## src/rtl/vga_pkg.sv

```systemverilog
// Shared definitions for the VGA frame fetch path: bus widths, default
// frame geometry and the fetch FSM state encoding.
package vga_pkg;

  localparam int VGA_ADDR_W      = 15;
  localparam int VGA_DATA_W      = 8;
  localparam int VGA_FRAME_W     = 160;
  localparam int VGA_FRAME_H     = 120;
  localparam int VGA_FRAME_WORDS = VGA_FRAME_W * VGA_FRAME_H;
  localparam int VGA_FIFO_DEPTH  = 8;

  typedef enum logic [1:0] {
    ST_IDLE  = 2'd0,
    ST_FETCH = 2'd1,
    ST_HOLD  = 2'd2,
    ST_DONE  = 2'd3
  } vga_state_t;

endpackage

```

## src/rtl/vga_fifo.sv

```systemverilog
// Pixel prefetch FIFO. The head byte is kept in a register (rdata) so the
// VGA stage sees a clean registered output; flush empties it in one edge.
module vga_fifo
  import vga_pkg::*;
#(
  parameter int DEPTH = VGA_FIFO_DEPTH,
  parameter int CNT_W = $clog2(DEPTH) + 1
) (
  input  logic                  clk,
  input  logic                  reset,
  input  logic                  flush,
  input  logic                  wr,
  input  logic [VGA_DATA_W-1:0] wdata,
  input  logic                  rd,
  output logic [VGA_DATA_W-1:0] rdata,
  output logic                  valid,
  output logic [CNT_W-1:0]      count
);

  localparam int PTR_W = $clog2(DEPTH);

  logic [VGA_DATA_W-1:0] mem [DEPTH];
  logic [PTR_W-1:0]      wr_ptr;
  logic [PTR_W-1:0]      rd_ptr;
  logic [PTR_W-1:0]      rd_ptr_inc;
  logic                  push;
  logic                  pop;
  logic [CNT_W-1:0]      count_next;
  logic [VGA_DATA_W-1:0] head_next;

  // flush wins over any simultaneous write or read
  assign push       = wr & ~flush;
  assign pop        = rd & (count != '0) & ~flush;
  assign rd_ptr_inc = rd_ptr + PTR_W'(1);
  assign count_next = count + CNT_W'(push) - CNT_W'(pop);
  assign valid      = (count != '0);

  // storage array, contents are don't-care until written
  always_ff @(posedge clk) begin
    if (push) mem[wr_ptr] <= wdata;
  end

  // next head: bypass the incoming byte when it becomes the head, else hold
  always_comb begin
    head_next = rdata;
    if (count == '0) begin
      if (push) head_next = wdata;
    end else if (pop) begin
      if (count == CNT_W'(1)) begin
        if (push) head_next = wdata;
      end else begin
        head_next = mem[rd_ptr_inc];
      end
    end
  end

  // pointers and occupancy
  always_ff @(posedge clk or negedge reset) begin
    if (!reset) begin
      wr_ptr <= '0;
      rd_ptr <= '0;
      count  <= '0;
    end else if (flush) begin
      wr_ptr <= '0;
      rd_ptr <= '0;
      count  <= '0;
    end else begin
      if (push) wr_ptr <= wr_ptr + PTR_W'(1);
      if (pop)  rd_ptr <= rd_ptr_inc;
      count <= count_next;
    end
  end

  // registered head byte, held when the FIFO runs empty
  always_ff @(posedge clk or negedge reset) begin
    if (!reset) rdata <= '0;
    else        rdata <= head_next;
  end

endmodule

```

## src/rtl/vga_fetch.sv

```systemverilog
// Frame fetch engine: streams one frame of pixel bytes from video memory
// into the prefetch FIFO, throttled by FIFO occupancy, restarted at vsync.
//
//  state | meaning
//  IDLE  | no frame started since reset, no requests
//  FETCH | mem_req high, waiting for mem_ack on mem_addr
//  HOLD  | FIFO full, request paused until a slot frees up
//  DONE  | whole frame fetched, FIFO draining
module vga_fetch
  import vga_pkg::*;
#(
  parameter logic [VGA_ADDR_W-1:0] BASE_ADDR   = 15'h0000,
  parameter int                    FRAME_WORDS = VGA_FRAME_WORDS,
  parameter int                    FIFO_DEPTH  = VGA_FIFO_DEPTH
) (
  input  logic                  clk,
  input  logic                  reset,
  input  logic                  frame_start,
  output logic                  mem_req,
  output logic [VGA_ADDR_W-1:0] mem_addr,
  input  logic                  mem_ack,
  input  logic [VGA_DATA_W-1:0] mem_data,
  input  logic                  pix_rd,
  output logic [VGA_DATA_W-1:0] pix_data,
  output logic                  pix_valid,
  output logic                  underflow
);

  localparam int                    CNT_W     = $clog2(FIFO_DEPTH) + 1;
  localparam logic [VGA_ADDR_W-1:0] LAST_WORD = VGA_ADDR_W'(FRAME_WORDS - 1);

  vga_state_t            state;
  vga_state_t            state_next;
  logic [VGA_ADDR_W-1:0] word_cnt;
  logic [CNT_W-1:0]      fifo_count;
  logic                  fifo_wr;
  logic                  fifo_full;
  logic                  last_word;
  logic                  will_fill;

  // an ack coinciding with frame_start belongs to the old frame and is dropped
  assign fifo_wr   = (state == ST_FETCH) & mem_ack & ~frame_start;
  assign last_word = (word_cnt == LAST_WORD);
  assign fifo_full = (fifo_count == CNT_W'(FIFO_DEPTH));
  // this ack takes the last free slot unless a pop happens in the same cycle
  assign will_fill = (fifo_count == CNT_W'(FIFO_DEPTH - 1)) & ~pix_rd;

  // state register; async reset drops mem_req immediately
  always_ff @(posedge clk or negedge reset) begin
    if (!reset) state <= ST_IDLE;
    else        state <= state_next;
  end

  // next-state logic, frame_start restarts from any state
  always_comb begin
    state_next = state;
    if (frame_start) begin
      state_next = ST_FETCH;
    end else begin
      case (state)
        ST_IDLE:  state_next = ST_IDLE;
        ST_FETCH: begin
          if (mem_ack && last_word)      state_next = ST_DONE;
          else if (mem_ack && will_fill) state_next = ST_HOLD;
        end
        ST_HOLD:  if (!fifo_full) state_next = ST_FETCH;
        ST_DONE:  state_next = ST_DONE;
        default:  state_next = ST_IDLE;
      endcase
    end
  end

  // outputs decoded from state
  always_comb begin
    mem_req = (state == ST_FETCH);
  end

  // address and word counter; counter saturates at the last word
  always_ff @(posedge clk or negedge reset) begin
    if (!reset) begin
      mem_addr <= BASE_ADDR;
      word_cnt <= '0;
    end else if (frame_start) begin
      mem_addr <= BASE_ADDR;
      word_cnt <= '0;
    end else if (fifo_wr) begin
      mem_addr <= mem_addr + VGA_ADDR_W'(1);
      if (!last_word) word_cnt <= word_cnt + VGA_ADDR_W'(1);
    end
  end

  // sticky underflow, cleared only by a new frame
  always_ff @(posedge clk or negedge reset) begin
    if (!reset)                     underflow <= 1'b0;
    else if (frame_start)           underflow <= 1'b0;
    else if (pix_rd && !pix_valid)  underflow <= 1'b1;
  end

  vga_fifo #(
    .DEPTH (FIFO_DEPTH),
    .CNT_W (CNT_W)
  ) u_fifo (
    .clk   (clk),
    .reset (reset),
    .flush (frame_start),
    .wr    (fifo_wr),
    .wdata (mem_data),
    .rd    (pix_rd),
    .rdata (pix_data),
    .valid (pix_valid),
    .count (fifo_count)
  );

endmodule

```

## config.mk

```make
export PLATFORM = sky130hd
export DESIGN_NAME = vga_fetch
export DESIGN_NICKNAME = d
export VERILOG_FILES = /design/src/rtl/vga_pkg.sv /design/src/rtl/vga_fifo.sv /design/src/rtl/vga_fetch.sv
export SDC_FILE = /design/constraint.sdc
export NUM_CORES = 1
export LEC_CHECK = 0
export CAP_MARGIN = 5
export CORE_ASPECT_RATIO = 0.75
export CORE_MARGIN = 4
export CORE_UTILIZATION = 40
export CTS_BUF_LIST = sky130_fd_sc_hd__clkbuf_8
export DETAILED_ROUTE_END_ITERATION = 6
export GPL_ROUTABILITY_DRIVEN = 0
export MAX_ROUTING_LAYER = met4
export PLACE_DENSITY = 0.61
export SLEW_MARGIN = 30
export SYNTH_ARGS = -nofsm -noshare
export SYNTH_HDL_FRONTEND = slang
export SYNTH_SLANG_ARGS = --single-unit
```

## constraint.sdc

```tcl
create_clock -name clk -period 3.7 [get_ports clk]
set_clock_uncertainty 0.2 [all_clocks]
set_input_delay 0.74 -clock clk [delete_from_list [all_inputs] [get_ports clk]]
set_output_delay 0.74 -clock clk [all_outputs]
set_load 0.01 [all_outputs]
```

==> results.md <==
Power:
- Of the total power, the share spent switching nets is between 20% and 30%.
- The internal power of the cells totals roughly 0.0025 W.
- Dividing total power by cell area gives a power density of 566 mW/mm^2.
- The switching power summed over all nets is between 0.0009 and 0.001 W.
- In this run the static leakage power is 2.25 nW.
- The power share of the clock group is between 30 and 40%.
- The overall power after layout is 0.00346 W.
- Combinational logic burns 23.4% of the power.
- The peak supply drop is a little over 400 uV.
- Sequential cells burn a little over two fifths of the power.

Critical path:
- For this design, the slowest cell found on the critical path is sky130_fd_sc_hd__clkdlybuf4s50_1.
- The critical path goes through inv_1 -> ha_1 -> or3b_1 -> clkdlybuf4s50_1.
- Measured in cells, the most critical reg-to-reg path has a length of 11.
- At the worst endpoint, the required time is about 2.8 ns.
- The total number of cells along the worst setup path is 4.
- The maximum fanout encountered on the critical timing path is 5.
- The arrival time at the worst endpoint is about 2.1 ns.
- The category of the worst setup path capture point is an output pin.
- The largest delay contributor family on the critical path is buffers and inverters.
- The maximum single-stage delay on the critical path is 0.52 ns.
- The critical path in this run is classified as reg2out.
- The critical path contains buffers and inverters numbering 2 combined.
- The startpoint kind of the worst setup timing path is a flip-flop.

Global route:
- The initial antenna violation count came to 0.
- The first global-routing pass estimated approximately 17,000 um of wire.
- The residual overflow from global routing is 0.
- The total global routing track utilization is between 10% and 20%.
- The number of global-route vias before repair is about 3,300.
- The met3 track demand over resource in global routing is 3.55%.
- Global routing used a little over a fifth of the available met1 tracks.
- Entering global routing, the biggest net connects 31 pins.
- The busiest metal layer after global routing is met2.
- For met2 alone, demand over resource in global routing was between 20% and 30%.

Floorplanning:
- The full die area is 0.0147 mm^2.
- The number of rows in the core area is 35.
- The core region is approximately 0.012 mm^2.
- The die is 106 um tall.
- In this run the count of I/O pins placed on the die edge is 39.
- Once the floorplan was initialized, standard cells occupied around two fifths of the core.
- The die is between 100 and 150 um wide.

Logic synthesis:
- The number of flip-flops and latches in the synthesized netlist is ~120.
- After synthesis, the mean cell area works out to between 10 and 15 um^2.
- The cell count after synthesis came out at around 380.
- For this run, the number of Yosys warnings is 0.
- In this run, synthesis inferred 64 flip-flops with an integrated enable.
- The total standard cell area after synthesis is 0.00511 mm^2.
- The async set-or-reset flop fraction in the synthesized netlist is ~44%.
- The sequential-to-total area share from yosys stat is 62.6%.
- The distinct cell type count after synthesis is 45.
- The synthesized netlist net count is 407.
- The prevailing post-synth register cell is sky130_fd_sc_hd__edfxtp_1.

Timing:
- The number of max-slew violations in the final report is 0.
- The number of hold violations in the final report is 0.
- The minimum period implied by the final worst setup slack is slightly above 3 ns.
- For the pin with the worst max-slew slack, the measured transition is between 0.8 and 0.9 ns.
- Setup violations remaining at the end of the flow were counted as 0.
- The achievable frequency is between 0.3 and 0.4 GHz.
- Setup repair after global routing left no endpoint under its margin.
- The worst path meets setup with about 0.67 ns of slack.
- The worst path uses around four fifths of the clock period.
- Final hold analysis gives a worst-case slack of about 0.095 ns.
- Measured against its own limit, the worst slew margin works out to 45.0%.
- The setup TNS is 0 ns.

Placement:
- The placed instances occupy a cell area of around 0.0057 mm^2.
- The number of I/O port buffers is 38.
- The total half-perimeter wirelength after legalization and detailed placement is ~7000 um.
- The pre-CTS setup slack is around 0.70 ns.

Detailed routing:
- After detailed routing, the average wire length per cell comes to 17.5 um.
- For this run, design rule violations remaining after detail routing come to 0.
- The first routing iteration left roughly 270 violations.
- The number of antenna-violating nets in the routed design is 0.
- Dividing the detail-routed via count by the number of cells gives about 5.3.
- The total number of vias is 3,263.
- Summed over all layers, the routed wires come to between 10,000 and 15,000 um.
- The first detailed-routing pass ran for 5 iterations.

Finish:
- The signed area change from the synthesized netlist to the final layout is 19.4%.
- The repair_antennas step left the layout with diodes totalling 0.
- Leaving out fill and tap cells, the most frequent cells in the layout are 64 x sky130_fd_sc_hd__edfxtp_1, 51 x sky130_fd_sc_hd__dfrtp_1, 46 x sky130_fd_sc_hd__nor2_1.
- The net count of the finished layout is ~460.
- The commonest non-fill, non-tap cell in the layout is sky130_fd_sc_hd__edfxtp_1.
- The summed area of non-filler cells in the final layout is 0.00610 mm^2.
- The share of cells above drive strength 1 is between 10% and 20%.
- The area taken by flip-flops and latches is around 0.0032 mm^2.
- The multi-input logic area is approximately 0.0018 mm^2.
- The layout has roughly 1,100 filler cells.

Clock tree:
- TritonCTS built the clock tree.
- The number of buffers added by the clock tree synthesis step is 17.
- For the worst-skew pair, the clock arrives at the later sink with an insertion delay of 0.42 ns.
- The number of hold buffers added after cts is 0.
- Clock tree synthesis selected as its root buffer the cell sky130_fd_sc_hd__clkbuf_8.
- After clock tree synthesis, the clock-pin slew on the worst setup and hold paths is 0.07 ns.
- The number of buffers on the longest clock path is 2.
- Gates resized during post-CTS repair numbered 0.
- The CTS H-tree depth is 4.
- Clock tree synthesis found a total of approximately 120 sinks.
- The number of setup buffers added after CTS is 0.

Outcome:
- The flow ran to the end, and the final reports show no timing, DRC or antenna violations.

Job:
- The tool flagged a number of max-cap violations equal to 0.

Hold path:
- The class of the tightest hold or removal check is in2async.
state kept, by name, summed over array words and instances (netlist names):
signal,count
u_fifo.wr_ptr,3
u_fifo.rd_ptr,3
u_fifo.rdata,8
word_cnt,15
underflow,1
u_fifo.mem,64
state,2
mem_addr,15
u_fifo.count,4
power groups by stage:
| stage | Combinational, W | Sequential (W) | Clock [W] |
|---|---|---|---|
| final | 0.000809 | 0.00150 | 0.00115 |
| after global routing | 0.000892 | 0.00151 | 0.00124 |
| after CTS | 0.000820 | 0.00150 | 0.00118 |
| after detailed placement | 0.000819 | 0.00153 | 0 |
| after global placement | 0.000803 | 0.00152 | 0 |
| after floorplan | 0.000522 | 0.00153 | 0 |
stage by stage:
stage,cells,utilization (%)
after CTS,612,49.3
final,612,49.3
after global placement,580,46.1
after floorplan,382,-
after global routing,612,49.3
after detailed placement,580,46.1
worst register-to-register path, stage by stage, from the launching register on:
cell,delay [ns]
sky130_fd_sc_hd__dfrtp_1,0.40
sky130_fd_sc_hd__inv_1,0.10
sky130_fd_sc_hd__ha_1,0.20
sky130_fd_sc_hd__or3b_1,0.46
sky130_fd_sc_hd__nand2_1,0.18
sky130_fd_sc_hd__nor2_1,0.06
sky130_fd_sc_hd__ha_1,0.29
sky130_fd_sc_hd__inv_1,0.04
sky130_fd_sc_hd__ha_1,0.20
sky130_fd_sc_hd__fa_1,0.38
sky130_fd_sc_hd__xnor2_1,0.16
sky130_fd_sc_hd__nor2_1,0.05
cell families after synthesis:
kind of cell,synth area share (%)
AND/OR/NAND/NOR,13.9
flip-flops,62.6
AO/OA/AOI/OAI,6.07
buffers and inverters,2.37
multiplexers,8.57
XOR/XNOR,3.43
adder cells (fa/ha/maj),3.08
metal layers:
layer | part of all wire, % | vias up
met5 | 0 | -
met4 | 1.9 | 0
met3 | 6.1 | 17
met2 | 47 | 93
met1 | 45 | 1628
li1 | - | 1525
final timing paths:
check	end	slack, ns	from
hold / removal	mem_addr[12]$_DFFE_PN0P_	0.09	reset
setup / recovery	pix_valid	0.67	u_fifo.count[2]$_DFF_PN0_
max in group asynchronous	word_cnt[10]$_DFFE_PN0P_	2.38	reset
min in group clk	u_fifo.rd_ptr[1]$_DFFE_PN0P_	0.33	u_fifo.rd_ptr[1]$_DFFE_PN0P_
setup reg to reg	u_fifo.count[2]$_DFF_PN0_	0.85	u_fifo.count[2]$_DFF_PN0_
hold reg to reg	u_fifo.rd_ptr[1]$_DFFE_PN0P_	0.33	u_fifo.rd_ptr[1]$_DFFE_PN0P_
layout make-up:
| type | count | area share, % |
|---|---|---|
| inverters | 12 | 0.738 |
| repair buffers | 51 | 7.67 |
| clock inverters | 14 | 2.40 |
| well taps | 166 | 3.40 |
| flip-flops and latches | 115 | 52.4 |
| multi-input cells | 236 | 29.4 |
| clock buffers | 18 | 4.06 |
cell usage after synthesis, drive strengths merged, types with 7 or more instances:
| library cell | count | area share, % |
|---|---|---|
| clkbuf | 12 | 0.88 |
| mux4 | 16 | 7.1 |
| edfxtp | 64 | 38 |
| nand2 | 16 | 1.2 |
| nor2b | 12 | 1.5 |
| xnor2 | 14 | 2.4 |
| nor2 | 46 | 3.4 |
| nor3 | 7 | 0.69 |
| buf | 7 | 0.61 |
| inv | 12 | 0.88 |
| o22ai | 16 | 2.0 |
| ha | 11 | 2.7 |
| nand3 | 8 | 0.78 |
| dfrtp | 51 | 25 |
| nand4 | 9 | 1.4 |
| a21oi | 14 | 1.4 |
(Power assumes the default switching activity.)
